===== config.mk =====
export PLATFORM = sky130hd
export DESIGN_NAME = mod_intc
export DESIGN_NICKNAME = d
export VERILOG_FILES = /design/src/rtl/mod_intc.sv
export SDC_FILE = /design/constraint.sdc
export NUM_CORES = 1
export LEC_CHECK = 0
export CORE_ASPECT_RATIO = 0.8
export CORE_MARGIN = 1.5
export CORE_UTILIZATION = 23
export DETAILED_ROUTE_END_ITERATION = 10
export MAX_ROUTING_LAYER = met4
export PLACE_DENSITY = 0.8
export REMOVE_ABC_BUFFERS = 1
export SLEW_MARGIN = 20
export SYNTH_ARGS = -nofsm -noshare
export SYNTH_HDL_FRONTEND = slang
export SYNTH_SLANG_ARGS = --single-unit

===== constraint.sdc =====
create_clock -name clk_i -period 1.35 [get_ports clk_i]
set_input_delay 0.135 -clock clk_i [delete_from_list [all_inputs] [get_ports clk_i]]
set_output_delay 0.135 -clock clk_i [all_outputs]
set_load 0.005 [all_outputs]

===== src/rtl/mod_intc.sv =====
// Memory-mapped interrupt controller: NSRC edge/level sources, w1c status, priority vector, int/int_ack handshake.
// Optional feature: define INTC_SYNC_EN to add a 2-flop negedge synchroniser on every irq line.
module mod_intc #(
    parameter int NSRC = 2
) (
    input  logic            clk_i,
    input  logic            rst_i,
    input  logic            ie_i,
    input  logic            de_i,
    input  logic [31:0]     iaddr_i,
    input  logic [31:0]     daddr_i,
    input  logic [1:0]      drw_i,
    input  logic [31:0]     din_i,
    output logic [31:0]     iout_o,
    output logic [31:0]     dout_o,
    output logic            int_o,
    input  logic            int_ack_i,
    input  logic [NSRC-1:0] irq_i,
    output logic            dbg_state_o
);

    typedef enum logic {
        ST_IDLE = 1'b0,
        ST_INT  = 1'b1
    } state_e;

    localparam logic [31:0] ADDR_MASK   = 32'h0;
    localparam logic [31:0] ADDR_STATUS = 32'h4;
    localparam logic [31:0] ADDR_MODE   = 32'h8;
    localparam logic [31:0] ADDR_VECTOR = 32'hC;

    state_e          state_q, state_d;
    logic [NSRC:0]   mask_q, mask_d;
    logic [NSRC:1]   status_q, status_d;
    logic [NSRC:1]   mode_q, mode_d;
    logic [NSRC-1:0] prev_q, prev_d;

    logic [NSRC-1:0] smp;
    logic [NSRC:1]   set_v;
    logic [NSRC:1]   clr_v;
    logic [NSRC:1]   pend;
    logic [31:0]     vector;
    logic            wr_en;
    logic            unused_ok;

    // Bus side that this block never uses; kept so the slave matches the CPU bus shape.
    assign unused_ok = ^{ie_i, iaddr_i, drw_i[1], din_i};

`ifdef INTC_SYNC_EN
    logic [NSRC-1:0] sync1_q, sync2_q;

    always_ff @(negedge clk_i) begin
        if (!rst_i) begin
            sync1_q <= '0;
            sync2_q <= '0;
        end else begin
            sync1_q <= irq_i;
            sync2_q <= sync1_q;
        end
    end

    assign smp = sync2_q;
`else
    assign smp = irq_i;
`endif

    assign wr_en = de_i & drw_i[0];
    assign pend  = mask_q[NSRC:1] & status_q;

    // Edge sources fire on a 0->1 of the sample; level sources fire every cycle the sample is high.
    assign set_v = (mode_q & smp & ~prev_q) | (~mode_q & smp);

    always_comb begin
        mask_d   = mask_q;
        mode_d   = mode_q;
        clr_v    = '0;
        prev_d   = smp;
        if (wr_en && (daddr_i == ADDR_MASK)) begin
            mask_d = din_i[NSRC:0];
        end
        // GIE stays off for the whole INT state; software must re-arm it after the ack.
        if (state_q == ST_INT) begin
            mask_d[0] = 1'b0;
        end
        if (wr_en && (daddr_i == ADDR_MODE)) begin
            mode_d = din_i[NSRC:1];
        end
        if (wr_en && (daddr_i == ADDR_STATUS)) begin
            clr_v = din_i[NSRC:1];
        end
        // Set is OR'ed after the clear so a same-cycle capture wins.
        status_d = (status_q & ~clr_v) | set_v;
    end

    always_comb begin
        state_d = state_q;
        case (state_q)
            ST_IDLE: if (mask_q[0] && (|pend)) state_d = ST_INT;
            ST_INT:  if (int_ack_i) state_d = ST_IDLE;
            default: state_d = ST_IDLE;
        endcase
    end

    always_ff @(negedge clk_i) begin
        if (!rst_i) begin
            state_q  <= ST_IDLE;
            mask_q   <= '0;
            status_q <= '0;
            mode_q   <= '0;
            prev_q   <= '0;
        end else begin
            state_q  <= state_d;
            mask_q   <= mask_d;
            status_q <= status_d;
            mode_q   <= mode_d;
            prev_q   <= prev_d;
        end
    end

    // Lowest-numbered enabled pending source wins, so scan downwards and keep the last hit.
    always_comb begin
        vector = 32'h0;
        for (int k = NSRC; k >= 1; k--) begin
            if (pend[k]) vector = 32'(k);
        end
    end

    always_comb begin
        dout_o = 32'h0;
        case (daddr_i)
            ADDR_MASK:   dout_o = 32'(mask_q);
            ADDR_STATUS: dout_o = 32'({status_q, 1'b1});
            ADDR_MODE:   dout_o = 32'({mode_q, 1'b0});
            ADDR_VECTOR: dout_o = vector;
            default:     dout_o = 32'h0;
        endcase
    end

    assign iout_o      = 32'h0;
    assign int_o       = (state_q == ST_INT);
    assign dbg_state_o = state_q;

endmodule


After elaboration in Yosys (flattened, before gate mapping)
Index checks and enable logic that the tools add are counted.
{"block": "totals", "reg_bits": 10, "in_bits": 105, "output_inout_bits": 66, "word_cells": 36}
{"block": "op_classes", "eq_ne": 3, "n_mux": 7, "bitwise": 13, "reduce_logical": 7}
{"cell": "case mux 32 bit (4 select lines)", "n": 1}
{"cell": "== test 32 x 4 -> 1 bit, second input constant", "n": 2}
{"cell": "== test 32 x 3 -> 1 bit, second input constant", "n": 1}
{"cell": "logical NOT 32 bit", "n": 1}
{"cell": "2-to-1 mux 32 bit", "n": 1}
{"cell": "bitwise AND 2 bit", "n": 5}
{"cell": "NOT 2 bit", "n": 3}
{"cell": "logical AND 1 bit", "n": 4}
{"cell": "2-to-1 mux 2 bit", "n": 2}
{"cell": "bitwise OR 2 bit", "n": 2}
{"cell": "OR reduction 2 bit", "n": 2}
{"cell": "2-to-1 mux 1 bit", "n": 2}
{"cell": "NOT 1 bit", "n": 2}
{"cell": "case mux 1 bit (2 select lines)", "n": 1}
{"cell": "bitwise AND 1 bit", "n": 1}

Longest topological paths before layout
Gate-level depths: netlist of the first run.
{"block": "logic_depth", "word_depth": 6, "ltp_mapped": 5, "mapped_depth_nobuf": 4}

==> results.txt, run 1 <==
The run finished, with violations left. The final reports fail on setup timing. The initial antenna violation count is 0. Buffers placed on the I/O ports in this run total between 40 and 50. The floorplan step defined a die boundary enclosing between 5000 and 6000 um2. The area inside the core boundary is about 4700 um2.

The first global-routing pass estimated ~4200 um of wire. The HPWL after detailed placement came out at between 2000 and 2500 um. The number of vias per cell after detailed routing came out at 3.80. The capturing element type of the critical path is an output port. The all-layer global routing usage is a little over a tenth. For this run, the number of Yosys warnings is 0. The leakage power total is slightly above 0.9 nW.

Of the synthesized area, sequential elements account for between 10% and 20%. The count of final hold-check violations is 0. The layout has ~490 filler cells. After floorplanning, the core was divided into 22 placement rows. Setup repair after global routing could not meet its margin everywhere. The clock insertion delay at the later pin of the skew report came out at between 0.3 and 0.4 ns. After layout, the worst setup slack is -0.947 ns. Synthesis handed over a netlist of 137 instances.

Clock tree synthesis selected as its root buffer the cell sky130_fd_sc_hd__clkbuf_8. During I/O placement, the number of pins put on the boundary was between 150 and 200. The register-to-register setup slack is -0.72 ns. The worst setup slack before clock tree synthesis is -1.14 ns. For this configuration, the core starts out at a cell density of 24.4%.

The worst hold path belongs to the class reg -> reg. The detailed-route wire length came out at around 3100 um. The last weighted congestion value of the routability-driven placer came out at between 0.8 and 0.9.

The remaining global-route overflow is 0. The netlist area before placement came out at between 1000 and 1500 um2. The total DRC errors in the routed layout came out at 0. In this run the vertical extent of the chip is approximately 66 um.

Averaged over all synthesized cells, the footprint is roughly 8.3 um2. The layout cell share with drive strength beyond 1 is 39.2%. For this block, the initial DRC count from the detailed router was 33.

The largest net degree at the start of global routing came out at 11. After routing, the total negative slack on setup checks comes to -6.10 ns. By startpoint and endpoint, the worst setup path is classified as reg -> out. The number of global-route vias before repair is just over 1k.

The sequential cell area in the final layout came out at slightly above 200 um2. The worst endpoint data arrival time is about 2.2 ns. The clock transition at the registers of the reported paths is around 0.05 ns. The total area of multi-input combinational cells came out at 790 um2.

The peak supply drop came out at approximately 240 uV. For this block, the via count after detailed routing is 1072. 0 antenna diodes ended up in the layout. Along the worst path, the maximum fanout reaches 2. The CTS sink count came out at 10. After synthesis the netlist holds a flip-flop and latch count of 10. In this run the deepest clock path goes through 2 buffers. The data required time of the critical path came out at 1.22 ns. The power density over the cells came out at approximately 550 nW/um2. The max-slew violation count is 0. TritonCTS built the clock tree. The total CTS buffers is 3. The final-stage net count came out at ~330. The number of detailed-routing iterations run before antenna repair came out at 4. The wire length per cell is approximately 11 um.

The number of antenna-violating nets in the routed design is 0. In this run the number of H-tree levels came out at 1. The area growth from synthesis to layout is 60.9%. The worst setup path is launched from a flip-flop. The max-cap violation count is 0. On the final layout, the worst clock skew is roughly 0.016 ns. The count of unique library cells instantiated by Yosys is 31. Setup violations remaining at the end of the flow were counted as 13.

From left edge to right edge, the die measures 81.8 um.
cells in the mapped netlist:
| cell type | instances | area [um2] |
|---|---|---|
| sky130_fd_sc_hd__a211o_1 | 1 | 8.76 |
| sky130_fd_sc_hd__a21boi_0 | 1 | 7.51 |
| sky130_fd_sc_hd__a21oi_1 | 4 | 20.0 |
| sky130_fd_sc_hd__a31oi_1 | 1 | 6.26 |
| sky130_fd_sc_hd__a41oi_1 | 1 | 8.76 |
| sky130_fd_sc_hd__and2_1 | 3 | 18.8 |
| sky130_fd_sc_hd__buf_4 | 62 | 465 |
| sky130_fd_sc_hd__clkbuf_1 | 2 | 7.51 |
| sky130_fd_sc_hd__conb_1 | 1 | 3.75 |
| sky130_fd_sc_hd__dfxtp_1 | 10 | 200 |
| sky130_fd_sc_hd__inv_1 | 3 | 11.3 |
| sky130_fd_sc_hd__mux2i_1 | 6 | 60.1 |
| sky130_fd_sc_hd__mux4_2 | 1 | 22.5 |
| sky130_fd_sc_hd__nand2_1 | 11 | 41.3 |
| sky130_fd_sc_hd__nand2b_1 | 1 | 6.26 |
| sky130_fd_sc_hd__nand3_1 | 2 | 10.0 |
| sky130_fd_sc_hd__nand3b_1 | 1 | 7.51 |
| sky130_fd_sc_hd__nand4_1 | 1 | 6.26 |
| sky130_fd_sc_hd__nand4_2 | 1 | 12.5 |
| sky130_fd_sc_hd__nand4_4 | 1 | 21.3 |
| sky130_fd_sc_hd__nor2_1 | 8 | 30.0 |
| sky130_fd_sc_hd__nor2b_1 | 1 | 6.26 |
| sky130_fd_sc_hd__nor3_1 | 1 | 5.00 |
| sky130_fd_sc_hd__nor3_2 | 1 | 10.0 |
| sky130_fd_sc_hd__nor3_4 | 1 | 16.3 |
| sky130_fd_sc_hd__nor4_2 | 6 | 75.1 |
| sky130_fd_sc_hd__nor4_4 | 1 | 21.3 |
| sky130_fd_sc_hd__o21ai_0 | 1 | 5.00 |
| sky130_fd_sc_hd__o41ai_2 | 1 | 16.3 |
| sky130_fd_sc_hd__or2_1 | 1 | 6.26 |
| sky130_fd_sc_hd__or3_1 | 1 | 6.26 |
where the power goes:
part           total, mW  internal, mW  switching [mW]
combinational      0.249         0.123           0.126
sequential         0.312         0.306         0.00553
clock              0.445         0.242           0.203
total               1.01         0.671           0.335
area by class of cell:
| type | count | area share, % |
|---|---|---|
| multi-input cells | 120 | 42.9 |
| repair buffers | 76 | 36.8 |
| flip-flops and latches | 10 | 11.2 |
| well taps | 60 | 4.08 |
| clock inverters | 11 | 2.31 |
| clock buffers | 3 | 2.24 |
| inverters | 2 | 0.408 |
routing by layer:
layer	GRT usage (%)	part of all wire, %	up-vias
li1	-	-	507
met1	9.06	33	493
met2	20.2	52	68
met3	4.69	14	4
met4	4.03	1.1	0
met5	-	0	-
metrics by stage:
stage	utilization, %	std cells	power [mW]	instance area (um2)	hold slack (ns)
3_5_place_dp	33.0	254	0.606	1540	0.495
5_1_grt	39.3	282	1.08	1840	0.514
6_report	39.3	282	1.01	1840	0.493
2_1_floorplan	-	133	0.435	896	0.422
3_3_place_gp	33.0	254	0.602	1540	0.489
4_1_cts	38.2	282	1.01	1790	0.495
final timing paths:
kind / startpoint / endpoint / depth (start not counted)
max: mask_q[2]$_SDFFE_NN0P_ / dout_o[1] / 5
min reg2reg: prev_q[0]$_SDFF_NN0_ / status_q[1]$_SDFF_NN0_ / 3
max reg2reg: mask_q[2]$_SDFFE_NN0P_ / dbg_state_o$_SDFF_NN0_ / 14
min: prev_q[0]$_SDFF_NN0_ / status_q[1]$_SDFF_NN0_ / 3
state kept, by name, indices dropped and copies added (netlist names):
name and count:
status_q 2, prev_q 2, mask_q 3, dbg_state_o 1
mode_q 2
logic make-up after synthesis:
kind of cell / Yosys count / share of synthesized area (%)
AOI/OAI and AO/OA: 10 / 6.35
buffers and inverters: 67 / 42.3
DFF: 10 / 17.5
muxes: 7 / 7.22
other: 1 / 0.328
and+or+nand+nor: 42 / 26.3
worst max-delay path, stage by stage (launching register included):
cell,delay [ns]
sky130_fd_sc_hd__dfxtp_2,0.33
sky130_fd_sc_hd__nand2_2,0.08
sky130_fd_sc_hd__a21oi_2,0.04
sky130_fd_sc_hd__mux4_2,0.46
sky130_fd_sc_hd__and2_4,0.15
sky130_fd_sc_hd__buf_6,0.10
layout by cell type, fill, tap and decap left out, drive strengths merged:
cell type      netlist  layout
conb                 1      61
buf                 62      56
inv                  3      12
nand2               11      11
dfxtp               10      10
nor2                 8       8
nor4                 7       7
clkdlybuf4s15        0       7
mux2i                6       6
clkdlybuf4s50        0       6
dlygate4sd2          0       6
a21oi                4       4
clkbuf               2       3
nand4                3       3
and2                 3       3
nor3                 3       3
nand3                2       2
o41ai                1       1
nor2b                1       1
a21boi               1       1
o21ai                1       1
a41oi                1       1
or3                  1       1
nand3b               1       1
nand2b               1       1
a211o                1       1
or2                  1       1
mux4                 1       1
a31oi                1       1
clkinvlp             0       1
dlymetal6s2s         0       1
timing repair:
| item | in CTS | in global routing |
|---|---|---|
| buffers inserted | 17 | 1 |
| gates resized for setup | 163 | 14 |
| pin swaps | 23 | 10 |
| hold buffers | 0 | 0 |
| endpoints found under the setup margin | 15 | 15 |
(Power assumes the default switching activity.)
==> run 2, diff against run 1 <==
--- a/config.mk
+++ b/config.mk
@@ -8,6 +8,7 @@
 export CORE_ASPECT_RATIO = 0.8
 export CORE_MARGIN = 1.5
 export CORE_UTILIZATION = 23
+export CTS_CLUSTER_DIAMETER = 120
 export DETAILED_ROUTE_END_ITERATION = 10
 export MAX_ROUTING_LAYER = met4
 export PLACE_DENSITY = 0.8
==> results of run 2 <==
Same layout as run 1: the final DEF is identical, and so are final timing and power.
==> run 3, diff against run 2 <==
--- a/config.mk
+++ b/config.mk
@@ -7,11 +7,11 @@
 export LEC_CHECK = 0
 export CORE_ASPECT_RATIO = 0.8
 export CORE_MARGIN = 1.5
-export CORE_UTILIZATION = 23
+export CORE_UTILIZATION = 21
 export CTS_CLUSTER_DIAMETER = 120
 export DETAILED_ROUTE_END_ITERATION = 10
 export MAX_ROUTING_LAYER = met4
-export PLACE_DENSITY = 0.8
+export PLACE_DENSITY = 0.77
 export REMOVE_ABC_BUFFERS = 1
 export SLEW_MARGIN = 20
 export SYNTH_ARGS = -nofsm -noshare
==> constraint.sdc (replaced) <==
create_clock -name clk_i -period 1.86 [get_ports clk_i]
set_input_delay 0.186 -clock clk_i [delete_from_list [all_inputs] [get_ports clk_i]]
set_output_delay 0.186 -clock clk_i [all_outputs]
set_load 0.005 [all_outputs]
==> results.txt, run 3 (synthesis gave the netlist of run 1 again) <==
The final reports fail on DRC, setup timing. The final-layout fill cell count came out at 552 (+12%). The row count is 23 (+4.5%). On the critical path, the stage with the largest delay is an instance of sky130_fd_sc_hd__mux4_2. The critical path goes through nand2_2 -> a21oi_2 -> mux4_2 -> and2_4 -> buf_6. The CTS H-tree depth is 1 (unchanged). The detailed-route wire length is 2820 um (-8.6%). Among cell families on the critical path, the largest total delay comes from multiplexers.

The wire length of the first global-routing pass is 4020 um (-4.6%). The boundary pin count is 171 (unchanged). The critical path buffer and inverter count came to 1 (unchanged). The total CTS buffers came to 3 (unchanged). The largest fanout on the critical path is 2 (unchanged).

The max-slew violation count came out at 0 (unchanged). The initial antenna violation count is 0 (unchanged). The peak per-stage delay on the critical path is 0.47 ns (about the same). The port buffer count came out at 46 (unchanged).

The wire length per cell is 10.3 um (-5.6%). The worst-case clock buffer depth came out at 2 (unchanged). The all-layer global routing usage is 8.84% (-1.8 points).

The clock tree from TritonCTS is built. The layout cell share with drive strength beyond 1 is 35.1% (-4.1 points). The run finished, with violations left. The number of antenna-violating nets in the routed design is 0 (unchanged). The HPWL after detailed placement came out at 2230 um (-0.63%). The final-stage net count came out at 317 (-3.4%). The last weighted congestion value of the routability-driven placer came out at 0.785 (-3.2%).

The peak supply drop came out at 228 uV (-6.4%). The area inside the core boundary was 5120 um2 (+9.5%). Leaving out fill and tap cells, the most frequent cell in the layout is sky130_fd_sc_hd__conb_1.

The effective utilization at floorplan was 22.3% (-2.1 points). The data required time of the critical path is 1.67 ns (+0.45 ns). The leakage power total came to 0.837 nW (-9.2%). The worst setup slack before clock tree synthesis came out at -0.929 ns (+0.207 ns). The worst endpoint data arrival time is 2.38 ns (+0.22 ns). The clock insertion delay at the later pin of the skew report is 0.31 ns (about the same). The horizontal die dimension is 85.5 um (+4.5%). The number of detailed-routing iterations run before antenna repair came out at 7 (+3). The die footprint was 5900 um2 (+9.1%). STA classifies the critical path endpoint as an output port. More flip-flops sit in one register than any other, and that register is mask_q. The CTS sink count is 10 (unchanged).

The clock transition at the registers of the reported paths came out at 0.03 ns (-0.02 ns). The number of flip-flops in the largest register is 3 (unchanged). From synthesis to final layout, the design area changed by 48.5%. The startpoint identified for the worst register-to-register timing path is status_q[2]$_SDFF_NN0_. The power density over the cells came out at 418 nW/um2 (-24%). The utilization after layout came out at 33.1% (-6.2 points). The number of setup violations in the final report is 12 (-1). The critical path launch point type is a flip-flop. Leaving out fill and tap cells, the most frequent cells in the layout are 61 x sky130_fd_sc_hd__conb_1, 17 x sky130_fd_sc_hd__buf_2, 14 x sky130_fd_sc_hd__buf_4. The most critical setup path has its startpoint at mask_q[2]$_SDFFE_NN0P_.

The critical path is of the reg -> out type. The total DRC errors in the routed layout came out at 8 (+8). The antenna diode instance count is 0 (unchanged).

The max-cap violation count came out at 0 (unchanged). The remaining global-route overflow is 0 (unchanged). The number of buffers added to fix hold violations after cts is 0 (unchanged). In this run the worst hold path is classified as reg -> reg. Setup repair after global routing could not meet its margin everywhere. The number of vias per cell after detailed routing is 3.64 (-4.1%). The clock root buffer master is sky130_fd_sc_hd__clkbuf_8.

The least setup slack across all paths after layout came out at -0.710 ns (+0.238 ns). The number of global-route vias before repair is 909 (-11%). The largest net degree at the start of global routing was 11 (unchanged). The start point of the worst hold path is prev_q[0]$_SDFF_NN0_. The DRC marker count from the first detailed-route iteration is 33 (unchanged). The count of final hold-check violations is 0 (unchanged). The final setup skew is 0.0150 ns (-0.00118 ns). The via count of the routed design came out at 995 (-7.2%). The die height came out at 69.0 um (+4.4%).
## run 3: changes by cell type in the layout (fill, tap and decap cells not counted), sizes merged
cell,change
dlymetal6s2s,-1
dlygate4sd2,+3
buf,-13
## run 3: repair_timing
item | CTS | global route
setup endpoints to repair | 12 | 12
pin swaps | 22 | 8
buffers inserted | 5 | 3
gates resized for setup | 150 | 6
## run 3: path summary, 6_finish.rpt
path                             to  slack [ns]  cells after the start
max                       dout_o[1]       -0.71                      5
min          status_q[1]$_SDFF_NN0_        0.53                      3
max reg2reg  dbg_state_o$_SDFF_NN0_        0.61                      6
min reg2reg  status_q[1]$_SDFF_NN0_        0.53                      3
## run 3: layout make-up
class | instances | area (um2) | share of cell area (%)
tap | 62 | 77.6 | 4.57
timing repair buffer | 65 | 537 | 31.6
clock buffer | 3 | 41.3 | 2.43
multi-input combinational | 120 | 783 | 46.1
inverter | 2 | 7.51 | 0.442
clock inverter | 11 | 42.5 | 2.51
sequential | 10 | 209 | 12.3
## run 3: power by group
part / total [mW] / switching [mW] / leakage [nW] / internal, mW
clock network: 0.312 / 0.137 / 0.0749 / 0.175
registers: 0.224 / 0.00355 / 0.0840 / 0.221
logic: 0.173 / 0.0893 / 0.678 / 0.0836
## run 3: worst min-delay path: stages (launching register included)
cell                      delay [ns]
sky130_fd_sc_hd__dfxtp_1        0.29
sky130_fd_sc_hd__nand2_1        0.04
sky130_fd_sc_hd__nand2_1        0.07
sky130_fd_sc_hd__a21oi_1        0.07
## run 3: metrics by stage
step	total power [mW]	TNS [ns]	hold slack, ns	cell area [um2]	std cells
final	0.709	-2.78	0.526	1700	273
after global routing	0.767	-3.60	0.565	1700	273
after CTS	0.723	-2.79	0.532	1660	270
after detailed placement	0.436	-8.61	0.526	1520	253
after global placement	0.433	-8.39	0.511	1520	253
after floorplan	0.316	-2.18	0.452	896	133
## run 3: metal layers
| metal | up-vias | track usage [%] | wire (um) |
|---|---|---|---|
| met1 | 451 | 8.99 | 1070 |
| met3 | 2 | 3.59 | 290 |
| li1 | 482 | - | - |
| met2 | 60 | 15.1 | 1450 |
| met4 | 0 | 3.41 | 19 |
| met5 | - | - | 0 |
